$ cat src/rtl/tic_tac_toe_pkg.sv
// Shared constants for the tic-tac-toe core and its automated O-side player:
// cell/win codes, the eight winning lines, fallback move order and FSM states.
package tic_tac_toe_pkg;

    localparam logic [1:0] CELL_EMPTY = 2'b00;
    localparam logic [1:0] CELL_X     = 2'b01;
    localparam logic [1:0] CELL_O     = 2'b10;

    localparam logic [1:0] WIN_NONE = 2'b00;
    localparam logic [1:0] WIN_X    = 2'b01;
    localparam logic [1:0] WIN_O    = 2'b10;
    localparam logic [1:0] WIN_DRAW = 2'b11;

    // Cell numbers are 1..9, row-major from the top-left corner.
    localparam logic [3:0] LINES [0:7][0:2] = '{
        '{4'd1, 4'd2, 4'd3},
        '{4'd4, 4'd5, 4'd6},
        '{4'd7, 4'd8, 4'd9},
        '{4'd1, 4'd4, 4'd7},
        '{4'd2, 4'd5, 4'd8},
        '{4'd3, 4'd6, 4'd9},
        '{4'd1, 4'd5, 4'd9},
        '{4'd3, 4'd5, 4'd7}
    };

    // Centre, then corners (slots 1..4), then sides.
    localparam logic [3:0] FALLBACK_ORDER [0:8] = '{
        4'd5, 4'd1, 4'd3, 4'd7, 4'd9, 4'd2, 4'd4, 4'd6, 4'd8
    };

    localparam logic [3:0] CORNERS [0:3] = '{4'd1, 4'd3, 4'd7, 4'd9};

    localparam logic [2:0] ST_IDLE      = 3'd0;
    localparam logic [2:0] ST_WAIT_TURN = 3'd1;
    localparam logic [2:0] ST_THINK     = 3'd2;
    localparam logic [2:0] ST_SCAN      = 3'd3;
    localparam logic [2:0] ST_PLAY      = 3'd4;
    localparam logic [2:0] ST_GAP       = 3'd5;

    localparam logic [4:0] SCAN_FALLBACK = 5'd16;

    // Number of cells in an 18-bit packed board {pos9..pos1} holding exactly mark.
    function automatic logic [3:0] count_mark(input logic [17:0] board, input logic [1:0] mark);
        logic [3:0] n;
        n = 4'd0;
        for (int i = 0; i < 9; i++) begin
            if (board[2*i +: 2] == mark) n = n + 4'd1;
        end
        return n;
    endfunction

endpackage

$ cat src/rtl/ttt_line_eval.sv
// Combinational evaluation of one board line: hit when two cells hold the
// target mark and the third is empty; slot gives the empty cell's position.
module ttt_line_eval
    import tic_tac_toe_pkg::*;
(
    input  logic [1:0] c0,
    input  logic [1:0] c1,
    input  logic [1:0] c2,
    input  logic [1:0] mark,
    output logic       hit,
    output logic [1:0] slot
);

    logic m0, m1, m2;
    logic e0, e1, e2;

    always_comb begin
        m0 = (c0 == mark);
        m1 = (c1 == mark);
        m2 = (c2 == mark);
        e0 = (c0 == CELL_EMPTY);
        e1 = (c1 == CELL_EMPTY);
        e2 = (c2 == CELL_EMPTY);
        hit = (m0 & m1 & e2) | (m0 & e1 & m2) | (e0 & m1 & m2);
        if (e0)      slot = 2'd0;
        else if (e1) slot = 2'd1;
        else         slot = 2'd2;
    end

endmodule

$ cat src/rtl/tic_tac_toe_auto_player.sv
// Automated O-side opponent: on O's turn it scans for win, block, then
// centre/corner/side and strobes the move. Option macro: AUTO_PLAYER_LFSR_EN.
module tic_tac_toe_auto_player
    import tic_tac_toe_pkg::*;
#(
    parameter int PLAY_CYCLES = 5,
    parameter int GAP_CYCLES  = 5,
    parameter int THINK_MIN   = 0
) (
    input  logic       clk,
    input  logic       rst,
    input  logic       en,
    input  logic [1:0] pos1,
    input  logic [1:0] pos2,
    input  logic [1:0] pos3,
    input  logic [1:0] pos4,
    input  logic [1:0] pos5,
    input  logic [1:0] pos6,
    input  logic [1:0] pos7,
    input  logic [1:0] pos8,
    input  logic [1:0] pos9,
    input  logic [1:0] win,
    output logic       play,
    output logic [3:0] pos_play,
    output logic       busy,
    output logic [2:0] move_cnt
);

    localparam logic [15:0] THINK_LAST = 16'(THINK_MIN);
    localparam logic [15:0] PLAY_LAST  = 16'(PLAY_CYCLES - 1);
    localparam logic [15:0] GAP_LAST   = 16'(GAP_CYCLES - 1);

    logic [2:0]  state;
    logic [15:0] cnt;
    logic [4:0]  s;

    logic [1:0]  cells [0:8];
    logic [17:0] board_vec;
    logic [3:0]  nx, no;
    logic        o_turn;

    assign cells[0] = pos1;
    assign cells[1] = pos2;
    assign cells[2] = pos3;
    assign cells[3] = pos4;
    assign cells[4] = pos5;
    assign cells[5] = pos6;
    assign cells[6] = pos7;
    assign cells[7] = pos8;
    assign cells[8] = pos9;
    assign board_vec = {pos9, pos8, pos7, pos6, pos5, pos4, pos3, pos2, pos1};

    // Code 11 matches neither mark, so it is excluded from both counts.
    assign nx     = count_mark(board_vec, CELL_X);
    assign no     = count_mark(board_vec, CELL_O);
    assign o_turn = (win == WIN_NONE) && (nx == no + 4'd1);

    assign busy = (state != ST_IDLE) && (state != ST_WAIT_TURN);

    // Line mux: s[2:0] selects the line, s[3] selects win (O) or block (X) pass.
    logic [2:0] line_idx;
    logic [1:0] lc0, lc1, lc2, line_mark;
    logic       line_hit;
    logic [1:0] line_slot;
    logic [3:0] line_cell;

    always_comb begin
        line_idx  = s[2:0];
        lc0       = cells[LINES[line_idx][0] - 4'd1];
        lc1       = cells[LINES[line_idx][1] - 4'd1];
        lc2       = cells[LINES[line_idx][2] - 4'd1];
        line_mark = s[3] ? CELL_X : CELL_O;
    end

    ttt_line_eval u_line_eval (
        .c0   (lc0),
        .c1   (lc1),
        .c2   (lc2),
        .mark (line_mark),
        .hit  (line_hit),
        .slot (line_slot)
    );

    always_comb begin
        case (line_slot)
            2'd0:    line_cell = LINES[line_idx][0];
            2'd1:    line_cell = LINES[line_idx][1];
            default: line_cell = LINES[line_idx][2];
        endcase
    end

`ifdef AUTO_PLAYER_LFSR_EN
    logic [7:0] lfsr;

    always_ff @(posedge clk) begin
        if (rst) lfsr <= 8'hA5;
        else     lfsr <= {lfsr[6:0], lfsr[7] ^ lfsr[5] ^ lfsr[4] ^ lfsr[3]};
    end
`endif

    logic       fb_found;
    logic [3:0] fb_cell;
    logic [3:0] cand;

    always_comb begin
        fb_found = 1'b0;
        fb_cell  = 4'd0;
        cand     = 4'd0;
        for (int k = 0; k < 9; k++) begin
            cand = FALLBACK_ORDER[k];
`ifdef AUTO_PLAYER_LFSR_EN
            // Corner slots are rotated to start at the LFSR-chosen corner.
            if (k >= 1 && k <= 4) cand = CORNERS[2'(lfsr[1:0] + 2'(k - 1))];
`endif
            if (!fb_found && cells[cand - 4'd1] == CELL_EMPTY) begin
                fb_found = 1'b1;
                fb_cell  = cand;
            end
        end
    end

    logic       move_go;
    logic [3:0] move_cell;

    always_comb begin
        if (s < SCAN_FALLBACK) begin
            move_go   = line_hit;
            move_cell = line_cell;
        end else begin
            move_go   = fb_found;
            move_cell = fb_cell;
        end
    end

    // Handshake: the core samples play as a level; pos_play is valid and held
    // for every clock play is high, and both drop together before the next move.
    always_ff @(posedge clk) begin
        if (rst) begin
            state    <= ST_IDLE;
            cnt      <= 16'd0;
            s        <= 5'd0;
            play     <= 1'b0;
            pos_play <= 4'd0;
            move_cnt <= 3'd0;
        end else begin
            case (state)
                ST_IDLE: begin
                    if (en) state <= ST_WAIT_TURN;
                end
                ST_WAIT_TURN: begin
                    if (!en) begin
                        state <= ST_IDLE;
                    end else if (o_turn) begin
                        state <= ST_THINK;
                        cnt   <= 16'd0;
                    end
                end
                ST_THINK: begin
                    if (!o_turn) begin
                        state <= ST_WAIT_TURN;
                    end else if (cnt == THINK_LAST) begin
                        state <= ST_SCAN;
                        s     <= 5'd0;
                    end else begin
                        cnt <= cnt + 16'd1;
                    end
                end
                ST_SCAN: begin
                    if (move_go) begin
                        state    <= ST_PLAY;
                        cnt      <= 16'd0;
                        play     <= 1'b1;
                        pos_play <= move_cell;
                        if (move_cnt != 3'd5) move_cnt <= move_cnt + 3'd1;
                    end else if (s == SCAN_FALLBACK) begin
                        // Full board: nothing to play, cool down and re-arm.
                        state <= ST_GAP;
                        cnt   <= 16'd0;
                    end else begin
                        s <= s + 5'd1;
                    end
                end
                ST_PLAY: begin
                    if (cnt == PLAY_LAST) begin
                        state    <= ST_GAP;
                        cnt      <= 16'd0;
                        play     <= 1'b0;
                        pos_play <= 4'd0;
                    end else begin
                        cnt <= cnt + 16'd1;
                    end
                end
                ST_GAP: begin
                    if (cnt == GAP_LAST) state <= ST_WAIT_TURN;
                    else                 cnt   <= cnt + 16'd1;
                end
                default: state <= ST_IDLE;
            endcase
        end
    end

endmodule

$ cat config.mk
export PLATFORM = sky130hd
export DESIGN_NAME = tic_tac_toe_auto_player
export DESIGN_NICKNAME = d
export VERILOG_FILES = /design/src/rtl/tic_tac_toe_pkg.sv /design/src/rtl/ttt_line_eval.sv /design/src/rtl/tic_tac_toe_auto_player.sv
export SDC_FILE = /design/constraint.sdc
export NUM_CORES = 1
export LEC_CHECK = 0
export ABC_AREA = 1
export BUFFER_PORTS_ARGS = -buffer_cell sky130_fd_sc_hd__buf_2
export CORE_ASPECT_RATIO = 1.5
export CORE_UTILIZATION = 25
export CTS_BUF_LIST = sky130_fd_sc_hd__clkbuf_8
export CTS_CLUSTER_DIAMETER = 100
export DETAILED_ROUTE_END_ITERATION = 8
export PLACE_DENSITY = 0.37
export SYNTH_ARGS = -nofsm -noshare
export SYNTH_HDL_FRONTEND = slang
export SYNTH_SLANG_ARGS = --single-unit
$ cat constraint.sdc
create_clock -name clk -period 7.2 [get_ports clk]
set_input_delay 0.72 -clock clk [delete_from_list [all_inputs] [get_ports clk]]
set_output_delay 0.72 -clock clk [all_outputs]
set_load 0.1 [all_outputs]
==> results by group <==
Floorplan
  • Row cnt: 61
  • I/O pin total: 32
  • Total Die Area: 0.01946 sq mm
  • Initial core utilization: 25.47%
  • Die Wd: 114.2 microns
  • Core Area: 0.01855 sq mm
  • Die H: 170.4 microns

STA
  • Fin. Hold Viols: 0
  • Setup ws final: 0.6034 ns
  • Slew headroom: 59.44%
  • Fin Setup TNS: 0 ns
  • RSZ-0062 raised after global routing: no
  • Achievable Freq: 0.1516 GHz
  • Finish-stage setup viols: 0
  • Min Clock Period, post-route: 6.597 ns
  • Final Cycle Share: 91.62%
  • Fin. max-slew vios: 0
  • Worst-Margin Slew: 0.6069 ns
  • Setup Skew: 0.007237 ns

Setup path
  • Critical path class: in2reg
  • Worst EP arrival: 6.82 ns
  • RR Startpoint: s[0]$_SDFFE_PP0P_
  • Slowest-stage cell, CP: ha_1
  • Buf+Inv Stages, Crit Path: 8
  • Worst Setup Start Kind: primary input
  • Most common cell on crit path: nand2_1
  • CP peak stage delay: 0.32 ns
  • CP max FO: 10
  • R2R depth: 26
  • CP required: 7.42 ns
  • Worst R2R End: cnt[14]$_SDFFE_PP0P_
  • CP delay by family, top: simple AND/OR/NAND/NOR gates
  • R2r setup slk: 2.72 ns
  • CP Capture Type: register

Synthesis
  • Dominant synthesized flop cell: dfxtp_1
  • Distinct cell type count after synthesis: 47
  • #FFs+latches synth: 32
  • YS warnings: 0
  • Post-synthesis instance total: 821
  • Sequential area share after synthesis: 13.56%
  • Cell Area, Synth: 0.004725 sq mm
  • Async set-reset flop share out of synthesis: 0%
  • Syn avg cell area: 5.755 sq um
  • Post-synth EDFFs: 0
  • Syn Nets: 873

Cells and area
  • Final core utilization: 27.86%
  • Ant. Diodes: 0
  • Nets: 899
  • # fillers: 2157
  • Fraction of layout cells with a size suffix above 1: 13.70%
  • Layout area overhead: 9.375%
  • Most frequent cells in the layout: nand2_1 (207), inv_1 (126), nand3_1 (102)
  • Final Non-Filler Cells: 1099
  • Design area: 0.005167 sq mm
  • Most common cell after layout, fill and taps aside: nand2_1

Clock network
  • Clock transition at the registers of the reported paths: 0.07 ns
  • CTS sink count: 32
  • Num CTS Buffers: 5
  • CTS root buffer: clkbuf_8
  • Setup bufs post-CTS: 0
  • CTS Hold Bufs: 0
  • Clock Latency Late Sink: 0.30 ns
  • H-tree levels: 2
  • TritonCTS clock tree: done
  • Clock Tree Buf Depth: 2
  • CTS resizes: 0

Pwr
  • Flop pwr share: 23.2%
  • Share of total power in the clock network: 15.9%
  • Switching power total: 0.4506 mW
  • Peak supply drop: 0.2569 mV
  • Sw Ratio: 52.57%
  • Power Dens Cells: 165.9 mW/mm^2
  • Int Pwr: 0.4066 mW
  • Leak: 2.500 nW
  • Comb power frac: 60.9%

Worst hold path
  • Hold Path Cell Cnt: 2
  • HP Class: reg2reg
  • Worst Hold Endpoint: pos_play[0]$_SDFFE_PP0P_
  • Worst hold start: pos_play[0]$_SDFFE_PP0P_

Status
  • Status: completed

Placement
  • Final HPWL DP: 12040 microns
  • Gpl congestion: 0.7763
  • Port Buf Inserts: 31
  • Inst Count DP: 1092
  • Pre-CTS setup slack: 0.2739 ns
  • Placed inst area: 0.005090 sq mm

Drt
  • DRT iter0 DRCs: 145
  • Metal3 WL: 232 microns
  • DRC Markers: 0
  • Antenna Nets Post-Route: 0
  • Met1 WL: 6223 microns
  • WL final: 14350 microns
  • Vias per inst: 4.538
  • Max layer used: met4
  • DR pass1 iterations: 4
  • Post-DR wirelength/cell: 13.06 microns
  • Vias: 4987
  • Met2 wire length: 7597 microns

Global routing
  • First-pass GRT wire length: 24320 microns
  • Initial antenna violation count: 0
  • Vias in the first global route: 5021
  • Largest net degree at the start of global routing: 30
  • GRT Util Overall: 15.65%
  • Grt ovf: 0

Job
  • Max_cap viols: 0
registers in the layout, summed over array words and instances (netlist names):
register,flops
state,3
pos_play,4
move_cnt,3
s,5
cnt,16
play,1
logic make-up (layout without fill, tap and decap cells):
kind of cell,count (synthesis),in the layout,share of synthesized area (%)
xor+xnor,19,19,3.681
compound gates,122,122,15.23
buf+inv,150,176,13.43
fa+ha+maj,29,29,7.680
flops,32,32,13.56
simple gates,469,469,46.42
per-layer routing:
metal  vias to the layer above  track usage [%]
li1                       2715                -
met1                      2201            17.21
met2                        57            30.80
met3                        14            1.033
met4                         0            5.590
met5                         -                0
power by group through the flow:
| stage | Clock, mW | Combinational (mW) | Sequential [mW] |
|---|---|---|---|
| 3_5_place_dp | 0 | 0.529 | 0.203 |
| 3_3_place_gp | 0 | 0.533 | 0.204 |
| 5_1_grt | 0.148 | 0.599 | 0.201 |
| 2_1_floorplan | 0 | 0.426 | 0.202 |
| 6_report | 0.136 | 0.522 | 0.199 |
| 4_1_cts | 0.146 | 0.531 | 0.199 |
final cells by class:
class                           count  area (sq um)  area share [%]
Inverter                          135         506.7           9.806
Clock buffer                        5         68.82           1.332
Timing Repair Buffer               34         177.7           3.438
Multi-Input combinational cell    639          3450           66.76
Tap cell                          252         315.3           6.102
Sequential cell                    32         640.6           12.40
Clock inverter                      2         8.758          0.1695
worst max path at each step:
| stage | end | cells after the start | start |
|---|---|---|---|
| 5_1_grt | cnt[14]$_SDFFE_PP0P_ | 41 | pos2[1] |
| 6_report | cnt[14]$_SDFFE_PP0P_ | 41 | pos1[1] |
| 2_1_floorplan | cnt[15]$_SDFFE_PP0P_ | 41 | pos2[1] |
| 3_5_place_dp | cnt[13]$_SDFFE_PP0P_ | 41 | pos1[1] |
| 3_3_place_gp | cnt[14]$_SDFFE_PP0P_ | 41 | pos1[1] |
| 4_1_cts | cnt[14]$_SDFFE_PP0P_ | 41 | pos1[1] |
cell usage after synthesis (2+ instances only):
library cell	number	area, sq um
nand2_1	207	777.0
inv_1	125	469.2
nand3_1	102	510.5
nor2_1	69	259.0
a21oi_1	53	265.3
dfxtp_1	32	640.6
o21ai_0	32	160.2
nand2_2	30	187.7
ha_1	29	362.9
xor2_1	14	122.6
nand3_2	12	120.1
nand4_1	12	75.07
o211ai_1	12	90.09
inv_2	10	37.54
nor3_1	7	35.03
or2_2	7	43.79
nor2_2	5	31.28
nor4_1	5	31.28
buf_6	4	45.04
o21ai_1	4	20.02
o22ai_1	4	25.02
xnor2_1	4	35.03
a21oi_2	3	26.28
clkbuf_1	3	11.26
dlygate4sd3_1	3	30.03
nand2_4	3	33.78
o2111ai_1	3	26.28
a22o_1	2	17.52
a311oi_1	2	17.52
and2_1	2	12.51
buf_2	2	10.01
nand3b_1	2	15.01
nor2_4	2	22.52
or2_1	2	12.51
per-stage QoR:
step,hold WS (ns),total power [mW]
after floorplan,0.4653,0.6276
after global placement,0.4647,0.7369
after detailed placement,0.4575,0.7318
after CTS,0.4728,0.8763
after global routing,0.5097,0.9489
final,0.4669,0.8571
worst reg2reg max path, delay by kind of cell, from the launching register on:
kind | cells | cell delay [ns]
AO/OA/AOI/OAI | 4 | 0.63
buffers and inverters | 6 | 0.91
XOR/XNOR | 1 | 0.35
adder cells (fa/ha/maj) | 2 | 0.49
flip-flops | 1 | 0.47
AND/OR/NAND/NOR | 13 | 1.56
No activity file was read; power rests on OpenSTA's default activity.
